**config.mk**
```make
export PLATFORM = sky130hd
export DESIGN_NAME = serial_word_collector
export DESIGN_NICKNAME = d
export VERILOG_FILES = /design/src/rtl/serial_word_collector.sv
export SDC_FILE = /design/constraint.sdc
export NUM_CORES = 1
export LEC_CHECK = 0
export ABC_AREA = 1
export BUFFER_PORTS_ARGS = -buffer_cell sky130_fd_sc_hd__buf_2
export CAP_MARGIN = 25
export CORE_MARGIN = 3
export CORE_UTILIZATION = 59
export DETAILED_ROUTE_END_ITERATION = 16
export PLACE_DENSITY = 0.78
export SYNTH_ARGS = -nofsm -noshare
export SYNTH_HDL_FRONTEND = slang
export SYNTH_SLANG_ARGS = --single-unit
```
**constraint.sdc**
```tcl
create_clock -name clk -period 2.7 [get_ports clk]
set_input_delay 0.135 -clock clk [delete_from_list [all_inputs] [get_ports clk]]
set_output_delay 0.135 -clock clk [all_outputs]
set_load 0.02 [all_outputs]
```
**src/rtl/serial_word_collector.sv**
```systemverilog
// Packs qualified serial bits MSB-first into words and queues them in a
// show-ahead FIFO drained over a valid/ready handshake.
module serial_word_collector #(
  parameter int WIDTH = 8,
  parameter int DEPTH = 4
) (
  input  logic                   clk,
  input  logic                   rst,
  input  logic                   serIn,
  input  logic                   serInValid,
  output logic [WIDTH-1:0]       dataOut,
  output logic                   dataValid,
  input  logic                   dataReady,
  output logic [$clog2(DEPTH):0] fifoCount,
  output logic                   partialDrop,
  output logic                   overflow
);

  localparam int AW = $clog2(DEPTH);
  localparam int CW = $clog2(WIDTH) + 1;
  localparam logic [CW-1:0] LAST_BIT = CW'(WIDTH - 1);
  localparam logic [AW:0]   FULL_CNT = (AW+1)'(DEPTH);
  localparam logic [AW:0]   ONE_CNT  = (AW+1)'(1);

  typedef enum logic {IDLE, SHIFT} state_t;

  state_t            state_reg, state_next;
  logic [WIDTH-1:0]  shreg_reg, shreg_next;
  logic [CW-1:0]     bit_cnt_reg, bit_cnt_next;
  logic              push, drop;
  logic [WIDTH-1:0]  push_word;

  logic [WIDTH-1:0]  mem [DEPTH];
  logic [AW-1:0]     rd_ptr_reg, wr_ptr_reg, rd_ptr_plus1;
  logic [AW:0]       count_reg, count_next;
  logic [WIDTH-1:0]  data_out_reg, data_out_next;
  logic              overflow_reg, partial_drop_reg;
  logic              pop, full, wr_en;

  // Truncating cast keeps the low WIDTH bits, so this also covers WIDTH==1.
  assign push_word = WIDTH'({shreg_reg, serIn});

  always_comb begin
    state_next   = state_reg;
    shreg_next   = shreg_reg;
    bit_cnt_next = bit_cnt_reg;
    push         = 1'b0;
    drop         = 1'b0;
    case (state_reg)
      IDLE: begin
        bit_cnt_next = '0;
        if (serInValid) begin
          shreg_next = push_word;
          if (WIDTH == 1) begin
            push = 1'b1;
          end else begin
            bit_cnt_next = CW'(1);
            state_next   = SHIFT;
          end
        end
      end
      SHIFT: begin
        if (serInValid) begin
          shreg_next = push_word;
          if (bit_cnt_reg == LAST_BIT) begin
            push         = 1'b1;
            bit_cnt_next = '0;
            state_next   = IDLE;
          end else begin
            bit_cnt_next = bit_cnt_reg + CW'(1);
          end
        end else begin
          drop         = 1'b1;
          bit_cnt_next = '0;
          state_next   = IDLE;
        end
      end
      default: state_next = IDLE;
    endcase
  end

  always_ff @(posedge clk) begin
    if (rst) begin
      state_reg   <= IDLE;
      shreg_reg   <= '0;
      bit_cnt_reg <= '0;
    end else begin
      state_reg   <= state_next;
      shreg_reg   <= shreg_next;
      bit_cnt_reg <= bit_cnt_next;
    end
  end

  assign full         = (count_reg == FULL_CNT);
  assign pop          = dataValid & dataReady;
  assign wr_en        = push & (~full | pop);
  assign rd_ptr_plus1 = rd_ptr_reg + 1'b1;

  always_comb begin
    count_next = count_reg;
    if (wr_en && !pop)
      count_next = count_reg + ONE_CNT;
    else if (pop && !wr_en)
      count_next = count_reg - ONE_CNT;
  end

  // The head register is refreshed from storage, or bypassed from the incoming
  // word when that word becomes the new head in the same cycle.
  always_comb begin
    data_out_next = data_out_reg;
    if (pop) begin
      if (count_reg == ONE_CNT) begin
        if (wr_en)
          data_out_next = push_word;
      end else begin
        data_out_next = mem[rd_ptr_plus1];
      end
    end else if (count_reg == '0 && wr_en) begin
      data_out_next = push_word;
    end
  end

  always_ff @(posedge clk) begin
    if (wr_en)
      mem[wr_ptr_reg] <= push_word;
  end

  always_ff @(posedge clk) begin
    if (rst) begin
      rd_ptr_reg       <= '0;
      wr_ptr_reg       <= '0;
      count_reg        <= '0;
      data_out_reg     <= '0;
      overflow_reg     <= 1'b0;
      partial_drop_reg <= 1'b0;
    end else begin
      if (wr_en)
        wr_ptr_reg <= wr_ptr_reg + 1'b1;
      if (pop)
        rd_ptr_reg <= rd_ptr_plus1;
      count_reg        <= count_next;
      data_out_reg     <= data_out_next;
      partial_drop_reg <= drop;
      if (push && full && !pop)
        overflow_reg <= 1'b1;
    end
  end

  assign dataOut     = data_out_reg;
  assign dataValid   = (count_reg != '0);
  assign fifoCount   = count_reg;
  assign partialDrop = partial_drop_reg;
  assign overflow    = overflow_reg;

endmodule

```
# ---- Yosys cells after proc, flatten, opt, wreduce, memory -nomap -nowiden
# Memories as Yosys holds them, arrays and structs flattened.
# Cells that the tools add are included.
dict set report word_totals {
  inputBits 5
  out_inout_bits 14
  n_memories 1
  ff_bits 29
  romBits 0
  latch_bits 0
  wordCells 58
  ramBits 32
}
dict set report op_classes {
  add_sub_neg 5
  n_reduce_logical 13
  div_mod_pow 0
  bitwise 5
  mux 21
  multipliers 0
  n_shift 0
  order_cmp 0
  eq_ne 4
}
# memory words width read_ports rd_clocked_by_memory_dff wr line
set memory_table {}
lappend memory_table {mem 4 8 1 0 1 33} ;# logic [WIDTH-1:0] mem [DEPTH];
# op n
set op_table {}
lappend op_table {{8-bit two-way mux} 4}
lappend op_table {{1-bit two-way mux} 10}
lappend op_table {{4-bit two-way mux} 2}
lappend op_table {{4-bit one-hot mux with 2 select lines} 1}
lappend op_table {{7-bit two-way mux} 1}
lappend op_table {{3-bit two-way mux} 2}
lappend op_table {{1-bit logical AND} 5}
lappend op_table {{2-bit by 1-bit adder with 2-bit output, second input constant} 2}
lappend op_table {{4-bit by 1-bit adder with 4-bit output, second input constant} 1}
lappend op_table {{4-bit by 3-bit == test with 1-bit output, second input constant} 1}
lappend op_table {{2-bit nonzero test} 2}
lappend op_table {{3-bit by 1-bit adder with 3-bit output, second input constant} 1}
lappend op_table {{3-bit by 1-bit == test with 1-bit output, second input constant} 1}
lappend op_table {{3-bit == test, second input constant} 1}
lappend op_table {{3-bit logical NOT} 1}
lappend op_table {{3-bit != test, second input constant} 1}
lappend op_table {{3-bit nonzero test} 1}
lappend op_table {{3-bit by 1-bit subtractor with 3-bit output, second input constant} 1}
lappend op_table {{1-bit AND} 2}
lappend op_table {{1-bit logical NOT} 2}
lappend op_table {{1-bit NOT} 2}
lappend op_table {{1-bit one-hot mux with 2 select lines} 1}
lappend op_table {{2-bit AND reduction} 1}
lappend op_table {{2-bit OR reduction} 1}
lappend op_table {{1-bit OR} 1}

# ---- Depth between registers and ports, before layout
dict set report depth {
  word_depth 9
  ltp_mapped 14
  mapped_depth_nobuf 14
}

# ---- Worst setup path after synthesis
# No wires, ideal clock.
dict set report synth_path {
  path_type {flip-flop to flip-flop}
  start {register count_reg[0], in the netlist fifoCount[0]}
  end {register count_reg[2], in the netlist fifoCount[2]}
  t_required_ps 2578
  path_stages_with_launch 12
  arrival_ps 1997
  path_buffers 0
  setup_slack_ps 581
  setup_ps 122
  synth_period_minus_slack_ps 2119
  cell_sequence {dfxtp_1 -> inv_1 -> ha_1 -> nand2_4 -> nand2_4 -> nand3_1 -> nand2_2 -> ha_1 -> nor2_1 -> o21ai_0 -> o21ai_0 -> a21oi_1}
}
dict set report synth_between {
  elab_chain_len 7
  elab_cells_between_ends 15
  cone_classes {2 x add/sub; 1 x eq/ne; 2 x mux; 4 x bitwise; 6 x reduce/logical}
}
# element line
set synth_lines {}
lappend synth_lines {{start: declaration} 35} ;# logic [AW:0] count_reg, count_next;
lappend synth_lines {{start signal: assignment} 141} ;# count_reg <= count_next;
lappend synth_lines {{3-bit nonzero test *} 150} ;# assign dataValid = (count_reg != '0);
lappend synth_lines {{via dataValid} 12} ;# output logic dataValid,
lappend synth_lines {{1-bit AND *} 95} ;# assign pop = dataValid & dataReady;
lappend synth_lines {{1-bit OR} 96} ;# assign wr_en = push & (~full | pop);
lappend synth_lines {{1-bit AND} 96}
lappend synth_lines {{1-bit logical NOT} 103} ;# else if (pop && !wr_en)
lappend synth_lines {{1-bit logical AND} 103}
lappend synth_lines {{2-bit nonzero test (no source line)} --}
# The timed path passes the listed nets; every way through them passes the cells marked *. The select of a mux whose other input is x is not followed.
# A chain may end at the register's enable or synchronous reset.

# ---- Final worst setup path
dict set report layout_path {
  start {register count_reg[0], in the netlist fifoCount[0]}
  end {register count_reg[2], in the netlist fifoCount[2]}
}
dict set report layout_between {
  elab_chain_len 7
  elab_cells_between_ends 15
  cone_classes {2 x add/sub; 1 x eq/ne; 2 x mux; 4 x bitwise; 6 x reduce/logical}
}
# element line
set layout_lines {}
lappend layout_lines {{3-bit nonzero test / 3-bit == test (equally long branches)} {150, 94}}
lappend layout_lines {{1-bit AND / 1-bit NOT (equally long branches)} {95, 96}}
lappend layout_lines {{1-bit OR} 96}
lappend layout_lines {{1-bit AND} 96}
lappend layout_lines {{1-bit logical NOT} 103}
lappend layout_lines {{1-bit logical AND} 103}
lappend layout_lines {{2-bit nonzero test (no source line)} --}
# Parallel ways exist; a longest one is shown, timed or not. The select of a mux whose other input is x is not followed.

==> flow_summary.ini <==
[pwr]
p_leak_nw = 1.35
pwr_density_cell_nw_per_um2 = 846
vdd_drop_max_mv = 0.514

[setup_path]
crit_path_cell_trace = inv_1, ha_1, nand2_4, nand2_4, nand3_1, nand2_2, ha_1, nor2_1, o21ai_0, o21ai_0, a21oi_1
slowest_stage = dfxtp_1
cp-end-kind = flip-flop
cp.arrival_ns = 2.33
cpLargestDelayFamily = adder cells
setup.worst_path.start_class = flip-flop
critical_path_class = flip-flop to flip-flop
required_ns = 2.92
cpPeakStageDelay_ns = 0.38
path_buf_inv = 1
crit_path_max_fanout = 10

[finish]
diodes = 0
fin_nets = 339
final_common_cell = nand2_1
largest_reg_flops = 32
final-instance-count-excl-fill = 378
final_cell_mix = 89 x nand2_1, 40 x nor2_1, 32 x edfxtp_1
syn2layout_area_growth_pct = 11.9
finish.utilization_pct = 71.5
drive_above_1_share_pct = 15.9
fill_cells = 339
final_cell_area_sq_um = 2980

[placed_design]
post-dp-hpwl_mm = 3.65
place_area_sq_um = 2820
gp_congestion = 0.770
io_buffers = 18
place_inst = 362

[synthesis]
synth-main-ff-cell = edfxtp_1
yosysSeqAreaShare_pct = 57.8
yosys_warnings = 0
synthCells = 294
ys_ff_latch = 61
synth_area_sq_um = 2670
synth_enable_flop_cells = 32
synth_cell_types = 26
ys_async_sr_fraction_pct = 0
syn_area_per_cell_sq_um = 9.07
synth_nets = 310

[grt]
grt_pass1_wl_mm = 8.91
track_usage_pct = 22.5
antenna_found_initial = 0
grt_max_degree = 21
gr-total-overflow = 0
grt_pass1_vias = 1973

[routing]
drt_wl_total_mm = 5.23
drtPass1Iterations = 6
drc_errors = 0
via_per_inst = 5.31
wl_per_cell_microns = 13.8
detail-route-antenna-nets = 0
vias = 2008
drt-initial-drc-count = 150

[sta]
setup_viol_count_final = 0
fin_crit_ns = 2.11
tns_ns = 0
fin_worst_skew_ns = 0.00838
whs_ns = 0.0413
worst_pin_slew_ns = 0.527
final-hold-violation-count = 0
grt_setup_unrepaired = false
min_period_over_period_pct = 78.0
relSlewSlack_pct = 64.8
fmax_mhz = 475
final_max_slew_viol_count = 0

[status]
outcome = complete, no violations

[clocking]
numCtsBuffers = 9
postCtsSetupBuffers = 0
cts_tree = done
cts.clk_slew.worst_paths_ns = 0.07
cts_resized = 0
ctsHtreeMaxLevel = 3
cts_root_buf = clkbuf_8
holdBufCountCts = 0
clk_latency_ns = 0.34
cts.sinks = 61
clk_path_buf_depth = 2

[floorplan]
die-width_microns = 73.2
fp.coreArea_sq_um = 4170
start_util_pct = 63.9
io_pins = 19
die_h_microns = 73.2
fp-row-count = 23
die_area_sq_um = 5360

[hold_path]
hold_path.class = primary input to flip-flop

[run]
maxCapViolations = 0
synth_stat cells (3+ instances only):
cell type   n  share of area, %
dfxtp_1    29                22
inv_2       4              0.56
nor2_1     40               5.6
a21oi_1    12               2.3
ha_1       11               5.2
edfxtp_1   32                36
inv_1      25               3.5
o21ai_0    19               3.6
nand2_4     4               1.7
nand2_2     3              0.70
nand3_1    12               2.3
nand2_1    89                13
per-stage QoR:
| stage | worst slack [ns] | power (W) |
|---|---|---|
| 3_5_place_dp | 0.599 | 0.00187 |
| 3_3_place_gp | 0.695 | 0.00185 |
| 5_1_grt | 0.312 | 0.00270 |
| 2_1_floorplan | 0.581 | 0.00168 |
| 6_report | 0.593 | 0.00252 |
| 4_1_cts | 0.582 | 0.00255 |
report_power, final:
part	total (W)	leakage [nW]	internal, W	switching [W]
registers	0.00111	0.531	0.00104	0.0000721
clock network	0.000676	0.0824	0.000325	0.000351
logic	0.000734	0.733	0.000237	0.000498
total	0.00252	1.35	0.00160	0.000921
cell type report:
cell class	instances	area, sq um	area share (%)
Multi-Input combinational cell	199	977	32.7
Inverter	29	109	3.65
Clock buffer	9	124	4.15
Timing Repair Buffer	23	128	4.28
Clock inverter	7	42.5	1.43
Tap cell	50	62.6	2.10
Sequential cell	61	1540	51.7
path summary, 6_finish.rpt:
path | from | to | slack, ns | cells after the start
setup / recovery | fifoCount[0] | fifoCount[2] | 0.59 | 11
hold / removal | serIn | mem[1][0] | 0.04 | 1
setup reg to reg | fifoCount[0] | fifoCount[2] | 0.59 | 11
hold reg to reg | overflow | overflow | 0.48 | 2
layer usage:
metal  GRT usage [%]  part of all wire (%)  up-vias
li1                -                     -      998
met1            27.7                    42      939
met2            37.3                    50       59
met3            6.20                   5.8       12
met4            9.02                   2.4        0
met5               0                     0        -
kinds of logic (layout without fill, tap and decap cells):
family,after synthesis,after routing,share of synthesized area [%]
buf+inv,34,68,5.54
flops,61,61,57.8
simple gates,153,153,24.1
compound gates,33,33,6.71
xor+xnor,2,2,0.657
fa+ha+maj,11,11,5.16
Note: power is estimated with default switching activity, not from simulation.
